`config.mk`:
```
export PLATFORM = sky130hd
export DESIGN_NAME = seq_magnitude_comparator
export DESIGN_NICKNAME = d
export VERILOG_FILES = /design/src/rtl/seq_magnitude_comparator.sv
export SDC_FILE = /design/constraint.sdc
export NUM_CORES = 1
export LEC_CHECK = 0
export CORE_MARGIN = 3
export CORE_UTILIZATION = 50
export CTS_CLUSTER_DIAMETER = 200
export DETAILED_ROUTE_END_ITERATION = 10
export PLACE_DENSITY = 0.86
export SETUP_SLACK_MARGIN = 0.05
export SKIP_CTS_REPAIR_TIMING = 1
export SYNTH_ARGS = -nofsm -noshare
export SYNTH_HDL_FRONTEND = slang
export SYNTH_SLANG_ARGS = --single-unit
```
`constraint.sdc`:
```
create_clock -name clk -period 1.8 [get_ports clk]
set_input_delay 0.54 -clock clk [delete_from_list [all_inputs] [get_ports clk]]
set_output_delay 0.54 -clock clk [all_outputs]
set_load 0.02 [all_outputs]
```
`src/rtl/seq_magnitude_comparator.sv`:
```
// Multi-cycle magnitude comparator: scans two WIDTH-bit operands DIGIT bits per
// cycle from the MSB slice down and stops at the first slice that differs.
module seq_magnitude_comparator #(
    parameter int WIDTH     = 32,
    parameter int DIGIT     = 4,
    parameter int SIGNED_EN = 1
) (
    input  logic             clk,
    input  logic             rst,
    input  logic             start,
    input  logic             signed_mode,
    input  logic [WIDTH-1:0] a,
    input  logic [WIDTH-1:0] b,
    output logic             busy,
    output logic             done,
    output logic             equal,
    output logic             less,
    output logic             greater,
    output logic             dbg_state
);

    localparam int NDIG = WIDTH / DIGIT;
    localparam int CW   = $clog2(NDIG + 1);
    localparam logic [CW-1:0] LAST_SLICE = CW'(NDIG - 1);

    typedef enum logic {
        IDLE = 1'b0,
        SCAN = 1'b1
    } state_t;

    state_t           state_q, state_d;
    logic [WIDTH-1:0] sa_q, sa_d;
    logic [WIDTH-1:0] sb_q, sb_d;
    logic [CW-1:0]    cnt_q, cnt_d;
    logic             done_q, done_d;
    logic             equal_q, equal_d;
    logic             less_q, less_d;
    logic             greater_q, greater_d;

    logic [DIGIT-1:0] top_a;
    logic [DIGIT-1:0] top_b;
    logic             sign_flip;

    assign top_a     = sa_q[WIDTH-1 -: DIGIT];
    assign top_b     = sb_q[WIDTH-1 -: DIGIT];
    assign sign_flip = (SIGNED_EN != 0) && signed_mode;

    // Handshake: start is taken only in IDLE (including the done cycle, which is
    // already IDLE); busy is high while scanning; done pulses for one cycle in
    // the same cycle busy drops and the result registers update.
    always_comb begin
        state_d   = state_q;
        sa_d      = sa_q;
        sb_d      = sb_q;
        cnt_d     = cnt_q;
        done_d    = 1'b0;
        equal_d   = equal_q;
        less_d    = less_q;
        greater_d = greater_q;

        unique case (state_q)
            IDLE: begin
                if (start) begin
                    // Flipping both sign bits maps two's complement onto offset
                    // binary, so the scan itself is always unsigned.
                    sa_d            = a;
                    sb_d            = b;
                    sa_d[WIDTH-1]   = a[WIDTH-1] ^ sign_flip;
                    sb_d[WIDTH-1]   = b[WIDTH-1] ^ sign_flip;
                    cnt_d           = '0;
                    state_d         = SCAN;
                end
            end
            SCAN: begin
                if (top_a != top_b) begin
                    less_d    = (top_a < top_b);
                    greater_d = (top_a > top_b);
                    equal_d   = 1'b0;
                    done_d    = 1'b1;
                    state_d   = IDLE;
                end else if (cnt_q == LAST_SLICE) begin
                    equal_d   = 1'b1;
                    less_d    = 1'b0;
                    greater_d = 1'b0;
                    done_d    = 1'b1;
                    state_d   = IDLE;
                end else begin
                    sa_d  = sa_q << DIGIT;
                    sb_d  = sb_q << DIGIT;
                    cnt_d = cnt_q + CW'(1);
                end
            end
            default: state_d = IDLE;
        endcase
    end

    always_ff @(posedge clk) begin
        if (rst) begin
            state_q   <= IDLE;
            sa_q      <= '0;
            sb_q      <= '0;
            cnt_q     <= '0;
            done_q    <= 1'b0;
            equal_q   <= 1'b0;
            less_q    <= 1'b0;
            greater_q <= 1'b0;
        end else begin
            state_q   <= state_d;
            sa_q      <= sa_d;
            sb_q      <= sb_d;
            cnt_q     <= cnt_d;
            done_q    <= done_d;
            equal_q   <= equal_d;
            less_q    <= less_d;
            greater_q <= greater_d;
        end
    end

    assign busy      = (state_q == SCAN);
    assign done      = done_q;
    assign equal     = equal_q;
    assign less      = less_q;
    assign greater   = greater_q;
    assign dbg_state = state_q;

endmodule

```
After elaboration in Yosys (flattened, before gate mapping)
Index checks and enable logic that the tools add are counted.
Operators by class
  $add $sub $neg: 1
  multiply operators: 0
  divide/modulo/power cells: 0
  $lt $le $gt $ge: 2
  equal/unequal tests: 5
  shift-type cells: 0
  muxes and demuxes: 23
  bitwise gates (word level): 3
  reduce and logical (&&, ||, !) cells: 4
Operator list (count)
  $mux 32: 6
  $pmux 32 s2: 2
  $mux 4: 3
  $mux 1: 10
  $pmux 4 s2: 1
  $ne 2x2->1 const B: 3
  $add 4x1->4 const B: 1
  $eq 4x3->1 const B: 1
  $gt 4x4->1: 1
  $lt 4x4->1: 1
  $ne 4x4->1: 1
  $reduce_and 3->1: 1
  $pmux 1 s2: 1
  $reduce_and 2->1: 1
  $reduce_bool 2->1: 1
  $reduce_or 2->1: 1
  $xor 1x1->1: 2
  $not 1->1: 1
Storage, ports and cells
  flip-flop bits (word level): 73
  bits in latches: 0
  bits in writable memories: 0
  bits in read-only memories: 0
  bits of input ports: 68
  memories kept: 0

Depth between registers and ports, before layout
Gate-level depths: netlist of the first run.
  depth after elaboration: 4
  gate-level depth with buffers: 8

Least setup slack after synthesis of the first run
OpenSTA, ideal clock, no wires.
  kind: reg2reg
  start: reg sb_q[31]
  end: reg sa_q[0]
  library setup time: 117 ps
  arrival: 1554 ps
  data required time: 1683 ps
  path slack: 129 ps
  cell stages (with the launch flop): 8
  buffers on the path: 1
  period minus slack after synthesis: 1671 ps
  cell sequence: dfxtp_1 -> inv_1 -> ha_1 -> and4_1 -> nand3_1 -> and2_1 -> clkbuf_1 -> a22o_1
Between the ends
  cells in the longest elaborated chain, start to end: 3
Ends and longest elaborated chain
  start: declaration: line 33  | logic [WIDTH-1:0] sb_q, sb_d;
  start signal: assignment: line 101  | sb_q <= '0;
  start signal: assignment: line 110  | sb_q <= sb_d;
  $ne 4x4->1: line 75  | if (top_a != top_b) begin
  $ne 2x2->1 (no line)
  $reduce_and 3->1 (no line)
  end signal: assignment: line 100  | sa_q <= '0;
  end signal: assignment: line 109  | sa_q <= sa_d;
  end: declaration: line 32  | logic [WIDTH-1:0] sa_q, sa_d;
Every way passes these cells.
A chain may end at the register's enable or synchronous reset.

Worst setup path after layout of the first run
  start: reg sa_q[28]
  end: reg sa_q[28]
Between the ends
  cells in the longest elaborated chain, start to end: 3
Ends and longest elaborated chain (line)
  $ne 4x4->1: 75
  $ne 2x2->1 (no line)
  $reduce_and 3->1 (no line)
Every way passes these cells.

==> results of run 1 <==
## layout by cell type (no fill, tap or decap), drive strengths merged
| master | n |
|---|---|
| dfxtp | 73 |
| clkdlybuf4s50 | 66 |
| nor2 | 60 |
| mux2i | 56 |
| a211oi | 55 |
| buf | 29 |
| clkbuf | 17 |
| a22o | 8 |
| inv | 8 |
| dlymetal6s2s | 6 |
| nand3 | 6 |
| a21oi | 5 |
| nand2 | 5 |
| ha | 5 |
| nand4 | 3 |
| o21ai | 3 |
| clkinv | 3 |
| nand4b | 2 |
| xnor2 | 2 |
| and4b | 1 |
| and4 | 1 |
| nand3b | 1 |
| and2 | 1 |
| nor3b | 1 |
| o41ai | 1 |
| nand2b | 1 |
| mux2 | 1 |
| or2 | 1 |
| nor3 | 1 |
| o211ai | 1 |
| o21a | 1 |
| o31ai | 1 |
| or4 | 1 |
| a31oi | 1 |
| nor4 | 1 |
| clkinvlp | 1 |
## stage by stage
step	power [mW]	utilization	setup WS, ps
final	4.91	0.759	-106
after global routing	5.14	0.759	-202
after CTS	4.50	0.701	-176
after detailed placement	3.34	0.672	-424
after global placement	3.27	0.672	-419
after floorplan	2.91	-	129
## final timing paths
path	slack (ps)	depth (start not counted)	to
worst max-delay path	-110	8	sa_q[28]$_SDFFE_PP0P_
worst min-delay path	490	1	sa_q[2]$_SDFFE_PP0P_
worst max register to register	-110	8	sa_q[28]$_SDFFE_PP0P_
worst min register to register	490	1	sa_q[2]$_SDFFE_PP0P_
## critical path, stage by stage (launching register included)
cell and delay (ps):
dfxtp_2 340, inv_1 80, ha_4 270, nand4_1 150, a211oi_4 290, buf_6 210, buf_12 150, nor2_1 60
a211oi_1 250
## layout make-up
type	instances	area share
multi-input combinational	226	0.374
sequential	73	0.314
timing repair buffer	107	0.247
clock buffer	11	0.0323
tap	75	0.0200
clock inverter	5	0.00615
inverter	7	0.00561
## power by group
part	leakage, nW	switching, mW	internal (mW)	total (mW)
Clock	0.0954	0.621	0.569	1.19
Sequential	0.606	0.167	1.87	2.04
Combinational	1.21	0.788	0.886	1.67
## per-layer routing
layer  vias to the layer above  track usage
li1                       1401            -
met1                      1388        0.246
met2                        85        0.328
met3                        17       0.0397
met4                         0       0.0921
met5                         -            0
## flip-flops by register name, indices dropped and copies added (netlist names)
name	count
sa_q	32
busy	1
sb_q	32
cnt_q	4
equal	1
less	1
greater	1
done	1
## cells by family (layout without fill, tap and decap cells)
group,count (synthesis),count (layout),synth area share
compound gates,76,76,0.187
xor+xnor,2,2,0.00531
fa+ha+maj,5,5,0.0190
buf+inv,36,130,0.0565
flops,73,73,0.443
mux,57,57,0.173
simple gates,86,86,0.116
==> qor.txt, run 1 <==
Worst-Margin Slew = 542 ps
Via density = 5.74
Critical Path Start Type = flop
Syn avg cell area = 9.84 sq um
Top-count cell post-synth = dfxtp_1
Placed insts = 474
Ys flop type = dfxtp_1
VDD IR max = 0.962 mV
All-Layer GR Usage = 0.198
Vert. Die Dim = 87.2 microns
Final wirelength = 8790 microns
Register Area = 1470 sq um
Worst setup EP type = flop
Final Hold Viols = 0
Syn. warnings = 0
Highest routed layer = met4
Total core area = 6170 sq um
DPL Wire Length = 5140 microns
CTS Root Cell = clkbuf_8
IO buf count = 73
Antenna diodes = 0
Worst r2r src = sa_q[28]$_SDFFE_PP0P_
Worst Hold Launch = sa_q[2]$_SDFFE_PP0P_
Crit-path max FO = 13
Clk buf depth = 2
Routed Antenna Nets = 0
Final-report max-slew violation count = 0
Power Dens Cells = 1050 nW/um^2
Synth Net Count = 408
Failing checks = setup timing
Largest net degree at the start of global routing = 58
Clk_skew = 11.8 ps
RSZ-0062 raised after global routing = true
Initial antenna violation count = 0
Critical path origin = sa_q[28]$_SDFFE_PP0P_
Worst Hold Class = flop to flop
Synth top cells by count = dfxtp_1 (73), nor2_1 (60), mux2i_1 (56), a211oi_1 (44), buf_2 (14)
Synth area leaders = dfxtp_1 (44%), mux2i_1 (17%), a211oi_1 (10%)
# IOs = 74
Slew headroom = 0.637
Fin area = 4680 sq um
Worst Path Arrival = 2150 ps
Cell Area, Synth = 3300 sq um
Status = finished, violations left
Min Hold Slack = 490 ps
Placement row count = 28
Required @ worst endpoint = 2050 ps
Fill cell count = 400
Max-Cap Viols = 0
Wire length per cell = 17.4 microns
Setup CP Type = flop to flop
Finished Layout Cells = 504
Fmax = 0.525 GHz
Routed vias = 2891
Reg clk slew, reported paths = 80 ps
Post-DP Area = 4140 sq um
Layout cells sized above 1 = 0.200
Wl on met1 = 3660 microns
Starting Density = 0.535
Part of the cycle the worst path needs = 1.06
DR iter-0 viols = 205
Final worst setup slack = -106 ps
Number of H-tree levels = 3
DR pass1 iterations = 4
Multi-input logic area = 1750 sq um
Routed wl met2 = 4540 microns
CTS tree = yes
Number of global-route vias before repair = 2692
Chip Width = 87.2 microns
Post-Syn Instances = 335
Cts bufs inserted = 9
Metal3 WL = 402 microns
Top cell type's share of synthesized area = 0.443
First-pass GRT wire length = 12000 microns
Min Tclk post-route = 1910 ps
Gpl congestion = 0.818
Later-pin clock latency in the skew report = 350 ps
CTS Sinks = 73
Area Growth Syn to Fin = 42.0%
Sequential fraction of the synthesis area = 0.443
Synth async-reset ratio = 0
Post-synth top area cell = dfxtp_1
Final setup violation count = 55
Yosys cell types = 35
Pleak = 1.91 nW
Total Nets Final = 497
Setup TNS = -2570 ps
DRC viols = 0
Flops & latches, synth = 73
Die ar. = 7600 sq um
EDFF count, synth = 0
Grt ovf = 0
(Power assumes the default switching activity.)
==> inputs of run 2 (changes only) <==
--- a/config.mk
+++ b/config.mk
@@ -5,6 +5,7 @@
 export SDC_FILE = /design/constraint.sdc
 export NUM_CORES = 1
 export LEC_CHECK = 0
+export ABC_CLOCK_PERIOD_IN_PS = 1800
 export CORE_MARGIN = 3
 export CORE_UTILIZATION = 50
 export CTS_CLUSTER_DIAMETER = 200
@@ -12,6 +13,7 @@
 export PLACE_DENSITY = 0.86
 export SETUP_SLACK_MARGIN = 0.05
 export SKIP_CTS_REPAIR_TIMING = 1
+export SKIP_LAST_GASP = 1
 export SYNTH_ARGS = -nofsm -noshare
 export SYNTH_HDL_FRONTEND = slang
 export SYNTH_SLANG_ARGS = --single-unit
==> qor.txt, run 2 (same netlist as run 1, synthesis figures left out) <==
Largest net degree at the start of global routing = 58
Crit-path max FO = 7
Min Tclk post-route = 1890 ps
RSZ-0062 raised after global routing = true
Worst Hold Path Cells = 1
Later-pin clock latency in the skew report = 360 ps
Slew headroom = 0.323
Starting Density = 0.535
Critical Path Start Type = flop
Biggest regs = sa_q: 32 flops, sb_q: 32 flops, cnt_q: 4 flops
DPL Wire Length = 5140 microns
R2R cell count = 8
Vert. Die Dim = 87.2 microns
Routed wl met2 = 4500 microns
Placed insts = 474
Wl on met1 = 3680 microns
Chip Width = 87.2 microns
Die ar. = 7600 sq um
P_int = 3.33 mW
Clk_skew = 14.6 ps
Initial antenna violation count = 0
Routed Antenna Nets = 0
Clk buf depth = 2
Part of the cycle the worst path needs = 1.05
Number of global-route vias before repair = 2692
Via density = 5.79
Total power = 4.92 mW
Area Growth Syn to Fin = 41.7%
Net Switching = 1.59 mW
IO buf count = 73
Combinational share of power = 0.340
VDD IR max = 0.964 mV
Placement row count = 28
Final-report max-slew violation count = 0
Worst Hold Launch = sa_q[2]$_SDFFE_PP0P_
Sw frac = 0.323
Failing checks = setup timing
Worst setup EP type = flop
Grt ovf = 0
DR pass1 iterations = 4
First-pass GRT wire length = 12000 microns
Worst r2r src = sa_q[28]$_SDFFE_PP0P_
DR iter-0 viols = 168
Final wirelength = 8810 microns
Total Nets Final = 497
Reg power frac = 0.415
Highest routed layer = met4
Utilization after layout = 0.758
Wire length per cell = 17.5 microns
R2R Setup Slk = -90 ps
Final Hold Viols = 0
Worst Path Arrival = 2120 ps
Worst Hold Class = flop to flop
# IOs = 74
Number of H-tree levels = 3
Worst-Margin Slew = 1010 ps
Power Dens Cells = 1050 nW/um^2
Routed vias = 2917
CTS tree = yes
Layout cells sized above 1 = 0.196
Setup TNS = -2730 ps
Fmax = 0.530 GHz
Final worst setup slack = -86.4 ps
Antenna diodes = 0
Reg clk slew, reported paths = 90 ps
Cts bufs inserted = 9
Metal3 WL = 456 microns
Most frequent cells in the layout = dfxtp_1 (68), clkdlybuf4s50_1 (66), nor2_1 (60)
Commonest non-fill, non-tap cell in the layout = dfxtp_1
Worst reg2reg path endpoint = sb_q[31]$_SDFFE_PP0P_
WHS Endpoint = sa_q[2]$_SDFFE_PP0P_
Required @ worst endpoint = 2040 ps
DRC viols = 0
CTS Root Cell = clkbuf_8
Gpl congestion = 0.818
All-Layer GR Usage = 0.198
Final setup violation count = 62
Status = finished, violations left
Pleak = 1.90 nW
Finished Layout Cells = 504
Clock share of power = 0.244
Max-Cap Viols = 0
CTS Sinks = 73
Setup CP Type = flop to flop
Total core area = 6170 sq um
[run 2: cell counts in the layout (fill, tap and decap cells not counted)]
Identical to the previous run, type by type.
[run 2: power by group through the flow]
stage          clock [mW]  sequential (mW)  combinational [mW]
2_1_floorplan           0             2.02               0.887
3_3_place_gp            0             2.04                1.23
3_5_place_dp            0             2.05                1.28
4_1_cts              1.19             2.02                1.30
5_1_grt              1.27             2.07                1.80
6_report             1.20             2.04                1.67
[run 2: worst max path at each step]
stage	from	endpoint	slack (ps)	cells after the start
6_report	sa_q[28]$_SDFFE_PP0P_	sb_q[31]$_SDFFE_PP0P_	-90	8
3_5_place_dp	start	sb_q[3]$_SDFFE_PP0P_	-420	3
5_1_grt	sa_q[28]$_SDFFE_PP0P_	sb_q[19]$_SDFFE_PP0P_	-160	8
4_1_cts	busy$_SDFF_PP0_	busy	-180	1
2_1_floorplan	sb_q[31]$_SDFFE_PP0P_	sa_q[0]$_SDFFE_PP0P_	130	7
3_3_place_gp	start	sa_q[3]$_SDFFE_PP0P_	-420	3
[run 2: through the flow]
stage | area, sq um | setup WS (ps) | hold WS (ps)
finish | 4670 | -86.4 | 490
global route | 4670 | -160 | 509
CTS | 4320 | -176 | 488
detailed placement | 4140 | -424 | 467
global placement | 4140 | -419 | 463
floorplan | 3300 | 129 | 449
[run 2: area by class of cell]
| class | count | area, sq um |
|---|---|---|
| Sequential cell | 73 | 1470 |
| Clock inverter | 5 | 28.8 |
| Tap cell | 75 | 93.8 |
| Timing Repair Buffer | 107 | 1160 |
| Clock buffer | 11 | 151 |
| Multi-Input combinational cell | 226 | 1750 |
| Inverter | 7 | 26.3 |
| Fill cell | 408 | 1490 |
[run 2: per-layer routing]
layer  GRT usage  vias up
met5           0        -
met4      0.0921        0
met3      0.0397       16
met2       0.328       83
met1       0.246     1418
li1            -     1400
[run 2: worst max-delay path, stage by stage (launching register included)]
cell and delay (ps):
dfxtp_2 340, inv_1 80, ha_4 270, nand4_1 160
a211oi_4 290, buf_6 210, clkbuf_16 170, mux2i_1 190
nor2_1 60
